File: config.mk
export PLATFORM = sky130hd
export DESIGN_NAME = captura_operandos_n
export DESIGN_NICKNAME = d
export VERILOG_FILES = /design/src/rtl/captura_operandos_n.sv
export SDC_FILE = /design/constraint.sdc
export NUM_CORES = 1
export LEC_CHECK = 0
export CORE_ASPECT_RATIO = 0.9
export CORE_MARGIN = 1
export CORE_UTILIZATION = 45
export DETAILED_ROUTE_END_ITERATION = 6
export MAX_ROUTING_LAYER = met4
export PLACE_DENSITY = 0.83
export SYNTH_ARGS = -nofsm -noshare
export SYNTH_HDL_FRONTEND = slang
export SYNTH_SLANG_ARGS = --single-unit
File: constraint.sdc
create_clock -name clk -period 1.76 [get_ports clk]
set_input_delay 0.352 -clock clk [delete_from_list [all_inputs] [get_ports clk]]
set_output_delay 0.352 -clock clk [all_outputs]
set_load 0.01 [all_outputs]
File: src/rtl/captura_operandos_n.sv
// ---------------------------------------------------------------------------
// captura_operandos_n
//
// Captures two operands, A then B, typed on a keypad one 4-bit key code at a
// time. It accumulates them into binary values. Once both operands are
// committed, they are held with ready_operands high until the consumer
// acknowledges them.
//
// Entry modes (parameter MODO_DEC):
//   0 : hex entry. Every code 0x0-0xF is a digit and acc = (acc << 4) | key.
//   1 : decimal entry. Codes 0x0-0x9 are digits and acc = acc*10 + key.
//       The remaining codes have these meanings:
//         0xA ENTER   - commits the operand early (ignored with no digits)
//         0xB CLR_OP  - clears the operand being typed
//         0xC CLR_ALL - back to operand A, clears A_bin and B_bin as well
//         0xD-0xF     - ignored
// An operand is committed automatically when its DIGITS-th digit arrives.
//
// Optional feature, macro CAPTURA_TIMEOUT_EN:
//   An abandoned entry is aborted after TIMEOUT_CYC idle cycles. The abort
//   returns to operand A and pulses timeout_err for one cycle.
//   A_bin and B_bin keep their values.
//   When the macro is not defined there is no counter, timeout_err is 0, and
//   entry waits forever.
//
// Parameters:
//   DIGITS      - max keypad digits per operand (1..8), W = 4*DIGITS
//   MODO_DEC    - 0 hex entry, 1 decimal entry
//   TIMEOUT_CYC - inactivity limit in clk cycles (timeout build only)
//
// Ports:
//   clk            in   system clock, rising edge
//   rst            in   synchronous active-high reset
//   tecla[3:0]     in   key code from the keypad decoder
//   tecla_valida   in   one-cycle strobe qualifying tecla
//   consumir       in   consumer acknowledge, releases READY
//   A_bin[W-1:0]   out  committed operand A
//   B_bin[W-1:0]   out  committed operand B
//   ready_operands out  A_bin/B_bin valid and held
//   op_sel         out  1 while capturing operand B
//   parcial[W-1:0] out  running accumulator (display feed)
//   timeout_err    out  one-cycle pulse on timeout abort
// ---------------------------------------------------------------------------
module captura_operandos_n #(
    parameter int DIGITS      = 2,
    parameter int MODO_DEC    = 0,
    parameter int TIMEOUT_CYC = 50_000_000
) (
    input  logic                  clk,
    input  logic                  rst,
    input  logic [3:0]            tecla,
    input  logic                  tecla_valida,
    input  logic                  consumir,
    output logic [4*DIGITS-1:0]   A_bin,
    output logic [4*DIGITS-1:0]   B_bin,
    output logic                  ready_operands,
    output logic                  op_sel,
    output logic [4*DIGITS-1:0]   parcial,
    output logic                  timeout_err
);

    localparam int W  = 4 * DIGITS;
    localparam int CW = $clog2(DIGITS + 1);
    // Count value seen while the last digit of an operand is being accepted.
    localparam logic [CW-1:0] CNT_LAST = CW'(DIGITS - 1);

    typedef enum logic [1:0] {
        CAP_A = 2'd0,
        CAP_B = 2'd1,
        READY = 2'd2
    } state_t;

    state_t          state, state_nx;
    logic [W-1:0]    acc, acc_nx;
    logic [CW-1:0]   cnt, cnt_nx;
    logic [W-1:0]    a_nx, b_nx;
    logic [W-1:0]    acc_dig;
    logic [W-1:0]    commit_val;
    logic            commit;
    logic            is_digit, is_enter, is_clr_op, is_clr_all;
    logic            tmo_hit;

    // One accumulation step. The decimal path uses two shifts and an add
    // instead of a multiplier. The result wraps to W bits like the hex path.
    function automatic logic [W-1:0] acc_step(input logic [W-1:0] a,
                                              input logic [3:0]   d);
        if (MODO_DEC != 0)
            return (a << 3) + (a << 1) + W'(d);
        else
            return (a << 4) | W'(d);
    endfunction

    // Key classification. In hex mode every code is a digit, so the command
    // decodes can never fire.
    always_comb begin
        is_digit   = (MODO_DEC == 0) || (tecla <= 4'd9);
        is_enter   = (MODO_DEC != 0) && (tecla == 4'hA);
        is_clr_op  = (MODO_DEC != 0) && (tecla == 4'hB);
        is_clr_all = (MODO_DEC != 0) && (tecla == 4'hC);
        acc_dig    = acc_step(acc, tecla);
    end

    // Next-state and next-data logic.
    always_comb begin
        state_nx   = state;
        acc_nx     = acc;
        cnt_nx     = cnt;
        a_nx       = A_bin;
        b_nx       = B_bin;
        commit     = 1'b0;
        commit_val = acc;

        if (state == READY) begin
            // Keys are ignored here. The acknowledge also swallows any key
            // that arrives in the same cycle.
            if (consumir) begin
                state_nx = CAP_A;
                acc_nx   = '0;
                cnt_nx   = '0;
            end
        end else if (tecla_valida) begin
            if (is_digit) begin
                if (cnt == CNT_LAST) begin
                    commit     = 1'b1;
                    commit_val = acc_dig;
                end else begin
                    acc_nx = acc_dig;
                    cnt_nx = cnt + CW'(1);
                end
            end else if (is_enter) begin
                if (cnt != '0)
                    commit = 1'b1;
            end else if (is_clr_op) begin
                acc_nx = '0;
                cnt_nx = '0;
            end else if (is_clr_all) begin
                state_nx = CAP_A;
                acc_nx   = '0;
                cnt_nx   = '0;
                a_nx     = '0;
                b_nx     = '0;
            end
        end

        if (commit) begin
            acc_nx = '0;
            cnt_nx = '0;
            if (state == CAP_A) begin
                a_nx     = commit_val;
                state_nx = CAP_B;
            end else begin
                b_nx     = commit_val;
                state_nx = READY;
            end
        end

        // The abort only happens in a cycle with no accepted key, so it
        // never collides with a commit.
        if (tmo_hit) begin
            state_nx = CAP_A;
            acc_nx   = '0;
            cnt_nx   = '0;
        end
    end

    // State and operand registers
    always_ff @(posedge clk) begin
        if (rst) begin
            state <= CAP_A;
            acc   <= '0;
            cnt   <= '0;
            A_bin <= '0;
            B_bin <= '0;
        end else begin
            state <= state_nx;
            acc   <= acc_nx;
            cnt   <= cnt_nx;
            A_bin <= a_nx;
            B_bin <= b_nx;
        end
    end

    assign ready_operands = (state == READY);
    assign op_sel         = (state == CAP_B);
    assign parcial        = acc;

`ifdef CAPTURA_TIMEOUT_EN
    localparam int TW = $clog2(TIMEOUT_CYC + 1);
    localparam logic [TW-1:0] TMR_LAST = TW'(TIMEOUT_CYC - 1);

    logic [TW-1:0] tmr;
    logic          tmr_active;
    logic          key_ok;

    // An entry is "in progress" once A has a digit, or at any time in B.
    // An accepted key is one with a defined meaning in the current mode.
    always_comb begin
        tmr_active = ((state == CAP_A) && (cnt != '0)) || (state == CAP_B);
        key_ok     = tecla_valida && (state != READY) &&
                     (is_digit || is_enter || is_clr_op || is_clr_all);
        tmo_hit    = tmr_active && !key_ok && (tmr == TMR_LAST);
    end

    // Inactivity counter
    always_ff @(posedge clk) begin
        if (rst) begin
            tmr         <= '0;
            timeout_err <= 1'b0;
        end else begin
            timeout_err <= tmo_hit;
            if (!tmr_active || key_ok || tmo_hit)
                tmr <= '0;
            else
                tmr <= tmr + TW'(1);
        end
    end
`else
    // Without the timeout feature, TIMEOUT_CYC has no effect and entry
    // waits indefinitely.
    assign tmo_hit     = 1'b0;
    assign timeout_err = (TIMEOUT_CYC < 0);
`endif

endmodule

==> flow_summary.json, run 1 <==
{
  "status": "finished, final reports clean",
  "synth_seq_cells": 28,
  "cts.clk_slew.worst_paths_ns": 0.14,
  "die_area_mm2": 0.00267,
  "grt_pass1_wl_um": 4170,
  "cts_sinks": 28,
  "grt_max_degree": 16,
  "fillCellCount": 192,
  "postCtsHoldBufs": 0,
  "fin_skew_ns": 0.00475,
  "startpoint": "parcial[3]",
  "start_kind": "flip-flop",
  "vdd_drop_max_mv": 0.523,
  "vias_per_cell": 5.44,
  "h-tree-depth": 1,
  "period_needed_ns": 1.67,
  "p_leak_nw": 0.584,
  "num_vias": 963,
  "slowest_stage": "clkdlybuf4s50_1",
  "cts_tree": "done",
  "path_class": "reg -> out",
  "pin_count": 35,
  "cts_resized": 3,
  "fmax_mhz": 599,
  "maxCapViolCount": 0,
  "cp.required_ns": 1.41,
  "synth_area_mm2": 0.00111,
  "path_depth": 1,
  "multi_input_area_um2": 498,
  "crit_family": "buffers and inverters",
  "ant_nets": 0,
  "drive_gt1_share_pct": 14.7,
  "cp-end-kind": "output pin",
  "start_util_pct": 49.2,
  "hold_ws_ns": 0.465,
  "seqCellArea_um2": 567,
  "final_area_mm2": 0.00155,
  "hold_viol": 0,
  "p_total_w": 0.00115,
  "row_count": 16,
  "synthDominantCellAreaShare_pct": 50.4,
  "setup_viol": 0,
  "seq_area_frac_synth_pct": 50.4,
  "clkLatencyLatePin_ns": 0.32,
  "period_share_pct": 94.8,
  "ys_types": 28,
  "clockBufferDepth": 2,
  "crit_chain": "clkdlybuf4s50_1",
  "gp_congestion": 0.835,
  "rsz0062_at_grt": "false",
  "drc": 0,
  "die_h_um": 49.2,
  "synthToLayoutAreaGrowth_pct": 39.1,
  "yosys.area.top_type": "dfxtp_1",
  "syn_area_per_cell_um2": 10.0,
  "cts-root-buf": "clkbuf_4",
  "final_util_pct": 68.4,
  "crit_path_max_fanout": 4,
  "antenna_found_initial": 0,
  "hold_class": "reg -> reg",
  "dp_hpwl_um": 1940,
  "yosys_warnings": 0,
  "dr.pass1.iters": 4,
  "grt_usage_pct": 22.0,
  "maxSlewViolCount": 0,
  "grt_overflow": 0,
  "fin_setup_tns_ns": 0,
  "core-area_mm2": 0.00226,
  "grt_pass1_vias": 924,
  "power_density_mw_per_mm2": 746,
  "worstHoldStart": "B_bin[3]",
  "worstPathArrival_ns": 1.32,
  "syn-instance-count": 111,
  "rr_startpoint": "cnt[0]",
  "synth_nets": 121,
  "numPortBuffers": 33,
  "r2r_cells": 4,
  "die_w_um": 54.4,
  "wirelength_um": 2610,
  "yosys-top-cells-area": "dfxtp_1 (50%), a22o_1 (7.1%), a311oi_1 (4.7%), mux2i_1 (4.5%), nand2_1 (4.0%)",
  "post_cts_buffers": 0,
  "placed_cell_area_mm2": 0.00150,
  "drt_iter0_drc": 27,
  "cp_num_buf_inv": 1,
  "antenna_cells": 0,
  "cp_slowest_stage_delay_ns": 0.56,
  "cts_buffers": 3,
  "nets": 161,
  "hold_depth": 2,
  "wire_per_inst_um": 14.7
}
-- per-stage QoR --
step | worst slack [ns] | std cells
after floorplan | 0.352 | 111
after global placement | 0.0513 | 173
after detailed placement | -0.0160 | 173
after CTS | 0.00844 | 177
after global routing | 0.0549 | 177
final | 0.0918 | 177
-- where the power goes --
part	switching (W)	internal (W)	leakage, nW
logic	0.0000784	0.0000938	0.335
clock network	0.000177	0.000126	0.0210
registers	0.0000206	0.000658	0.229
-- cell type report --
class                           instances  area share (%)
Inverter                                5            1.37
Multi-Input combinational cell         72            32.2
Clock buffer                            4            2.34
Timing Repair Buffer                   41            25.3
Sequential cell                        28            36.6
Tap cell                               27            2.18
-- cells in the mapped netlist (all sizes together) --
master,count
dfxtp,28
nand2,12
nor2,12
a22o,9
a21oi,7
a311oi,6
buf,5
inv,5
mux2i,5
o21ai,4
nand4,3
a211oi,2
ha,2
nor4b,2
and3,1
and3b,1
and4bb,1
clkbuf,1
conb,1
nand2b,1
nand3,1
nor2b,1
o21ba,1
-- logic make-up after synthesis --
group	count (synthesis)	share of synthesized area (%)
mux	5	4.50
flops	28	50.4
fa+ha+maj	2	2.25
other cells	1	0.337
simple gates	35	17.5
buf+inv	11	4.84
compound gates	29	20.1
-- flip-flops by register name, summed over array words and instances, names as in the netlist --
register / count
A_bin: 8
B_bin: 8
cnt: 2
parcial: 8
state: 2
-- final timing paths --
kind / to / slack, ns
worst max-delay path: parcial[3] / 0.09
worst min-delay path: B_bin[3] / 0.46
worst max register to register: A_bin[6] / 0.27
worst min register to register: B_bin[3] / 0.46
-- cell usage in the layout, fill, tap and decap left out --
cell	count
a211oi_1	1
a211oi_4	1
a21oi_1	7
a22o_1	9
a311oi_1	6
and3_1	1
and3b_2	1
and4bb_2	1
buf_4	8
clkbuf_4	3
clkbuf_8	1
clkdlybuf4s50_1	31
conb_1	1
dfxtp_1	25
dfxtp_2	2
dfxtp_4	1
dlygate4sd2_1	1
dlymetal6s2s_1	1
ha_1	2
inv_1	4
inv_4	1
mux2i_1	5
nand2_1	12
nand2b_4	1
nand3_1	1
nand4_1	3
nor2_1	12
nor2b_1	1
nor4b_1	1
nor4b_4	1
o21ai_0	4
o21ba_2	1
-- metal layers --
layer / vias to the layer above / wire, um / global-route usage (%)
met2: 33 / 1200 / 31.1
met5: - / 0 / -
met1: 454 / 1250 / 32.3
met3: 2 / 137 / 2.80
li1: 474 / - / -
met4: 0 / 14 / 6.41
Power figures use the tool's default switching activity.
==> run 2: changes to the inputs <==
--- a/config.mk
+++ b/config.mk
@@ -5,12 +5,13 @@
 export SDC_FILE = /design/constraint.sdc
 export NUM_CORES = 1
 export LEC_CHECK = 0
+export ABC_CLOCK_PERIOD_IN_PS = 1760
 export CORE_ASPECT_RATIO = 0.9
 export CORE_MARGIN = 1
 export CORE_UTILIZATION = 45
 export DETAILED_ROUTE_END_ITERATION = 6
 export MAX_ROUTING_LAYER = met4
-export PLACE_DENSITY = 0.83
+export PLACE_DENSITY = 0.82
 export SYNTH_ARGS = -nofsm -noshare
 export SYNTH_HDL_FRONTEND = slang
 export SYNTH_SLANG_ARGS = --single-unit
==> flow_summary.json, run 2 (synthesis results as in run 1) <==
{
  "wire_per_inst_um": 13.8,
  "die_w_um": 54.4,
  "final_cell_mix": "clkdlybuf4s50_1 (31), dfxtp_1 (26), nand2_1 (12), nor2_1 (12), a22o_1 (9)",
  "gp_congestion": 0.823,
  "cp.required_ns": 1.41,
  "pin_count": 35,
  "nets": 157,
  "postCtsHoldBufs": 0,
  "cp-end-kind": "output pin",
  "ant_nets": 0,
  "seqCellArea_um2": 566,
  "slowest_stage": "clkdlybuf4s50_1",
  "final_common_cell": "clkdlybuf4s50_1",
  "fin_skew_ns": 0.00597,
  "maxCapViolCount": 0,
  "final_util_pct": 66.4,
  "period_share_pct": 95.1,
  "crit_chain": "clkdlybuf4s50_1",
  "antenna_cells": 0,
  "rsz0062_at_grt": "false",
  "dr.pass1.iters": 4,
  "numPortBuffers": 33,
  "crit_path_max_fanout": 5,
  "drt_iter0_drc": 10,
  "multi_input_area_um2": 498,
  "crit_family": "buffers and inverters",
  "core-area_mm2": 0.00226,
  "antenna_found_initial": 0,
  "drive_gt1_share_pct": 11.0,
  "fin_setup_tns_ns": 0,
  "num_vias": 936,
  "hold_viol": 0,
  "row_count": 16,
  "wirelength_um": 2370,
  "drc": 0,
  "start_kind": "flip-flop",
  "dp_hpwl_um": 1800,
  "grt_usage_pct": 19.8,
  "placed_cell_area_mm2": 0.00147,
  "clockBufferDepth": 2,
  "cts_buffers": 3,
  "cts-root-buf": "clkbuf_4",
  "cp_num_buf_inv": 1,
  "power.switching_w": 0.000262,
  "period_needed_ns": 1.67,
  "cp_slowest_stage_delay_ns": 0.57,
  "grt_pass1_vias": 851,
  "setup_viol": 0,
  "clkLatencyLatePin_ns": 0.31,
  "power_density_mw_per_mm2": 723,
  "sequentialPowerShare_pct": 62.3,
  "p_int_w": 0.000825,
  "cts_tree": "done",
  "path_class": "reg -> out",
  "p_leak_nw": 0.557,
  "die_h_um": 49.2,
  "vdd_drop_max_mv": 0.480,
  "grt_max_degree": 19,
  "h-tree-depth": 1,
  "vias_per_cell": 5.44,
  "fillCellCount": 196,
  "synthToLayoutAreaGrowth_pct": 35.1,
  "worstPathArrival_ns": 1.32,
  "die_area_mm2": 0.00267,
  "p_comb_share_pct": 14.8,
  "final_area_mm2": 0.00150,
  "start_util_pct": 49.2,
  "fmax_mhz": 597,
  "cts.clk_slew.worst_paths_ns": 0.14,
  "p_sw_share_pct": 24.1,
  "status": "finished, final reports clean",
  "hold_class": "reg -> reg",
  "clkPwrFrac_pct": 22.8,
  "grt_pass1_wl_um": 3860,
  "p_total_w": 0.00109,
  "cts_sinks": 28,
  "grt_overflow": 0,
  "maxSlewViolCount": 0,
  "post_cts_buffers": 0
}
run 2: changes by cell type in the layout (fill, tap and decap cells not counted), sizes merged:
cell / delta
clkbuf: -1
buf: -4
run 2: power by group through the flow:
stage               logic (W)  registers, W  clock network, W
floorplan           0.0000791      0.000696                 0
global placement     0.000158      0.000691                 0
detailed placement   0.000162      0.000691                 0
CTS                  0.000163      0.000678          0.000255
global route         0.000174      0.000681          0.000285
finish               0.000161      0.000677          0.000248
run 2: through the flow:
stage                     hold WS (ns)  instances  setup slack [ns]
after global routing             0.508        172           0.00816
after detailed placement         0.454        169            0.0437
after floorplan                  0.449        111             0.352
after CTS                        0.473        172            0.0295
after global placement           0.446        169            0.0951
final                            0.472        172            0.0860
run 2: repair_timing:
action | CTS | global route
resized for setup | 3 | 2
setup endpoints to repair | 2 | 1
pin swaps | 0 | 0
run 2: worst paths after layout:
check / startpoint / depth (start not counted) / to / slack, ns
setup / recovery: parcial[0] / 1 / parcial[0] / 0.09
hold / removal: B_bin[2] / 2 / B_bin[2] / 0.47
setup reg to reg: cnt[0] / 4 / A_bin[7] / 0.13
hold reg to reg: B_bin[2] / 2 / B_bin[2] / 0.47
run 2: cell type report:
class | count | share of cell area [%]
Tap cell | 27 | 2.25
Timing Repair Buffer | 37 | 24.1
Inverter | 5 | 1.42
Clock buffer | 3 | 1.50
Sequential cell | 28 | 37.6
Multi-Input combinational cell | 72 | 33.1
run 2: layer usage:
layer	GRT usage, %	share of wire [%]	vias to the layer above	routed length (um)
li1	-	-	468	-
met1	26.4	49	441	1160
met2	30.7	46	25	1090
met3	2.49	4.6	2	109
met4	6.41	0.42	0	10
met5	-	0	-	0
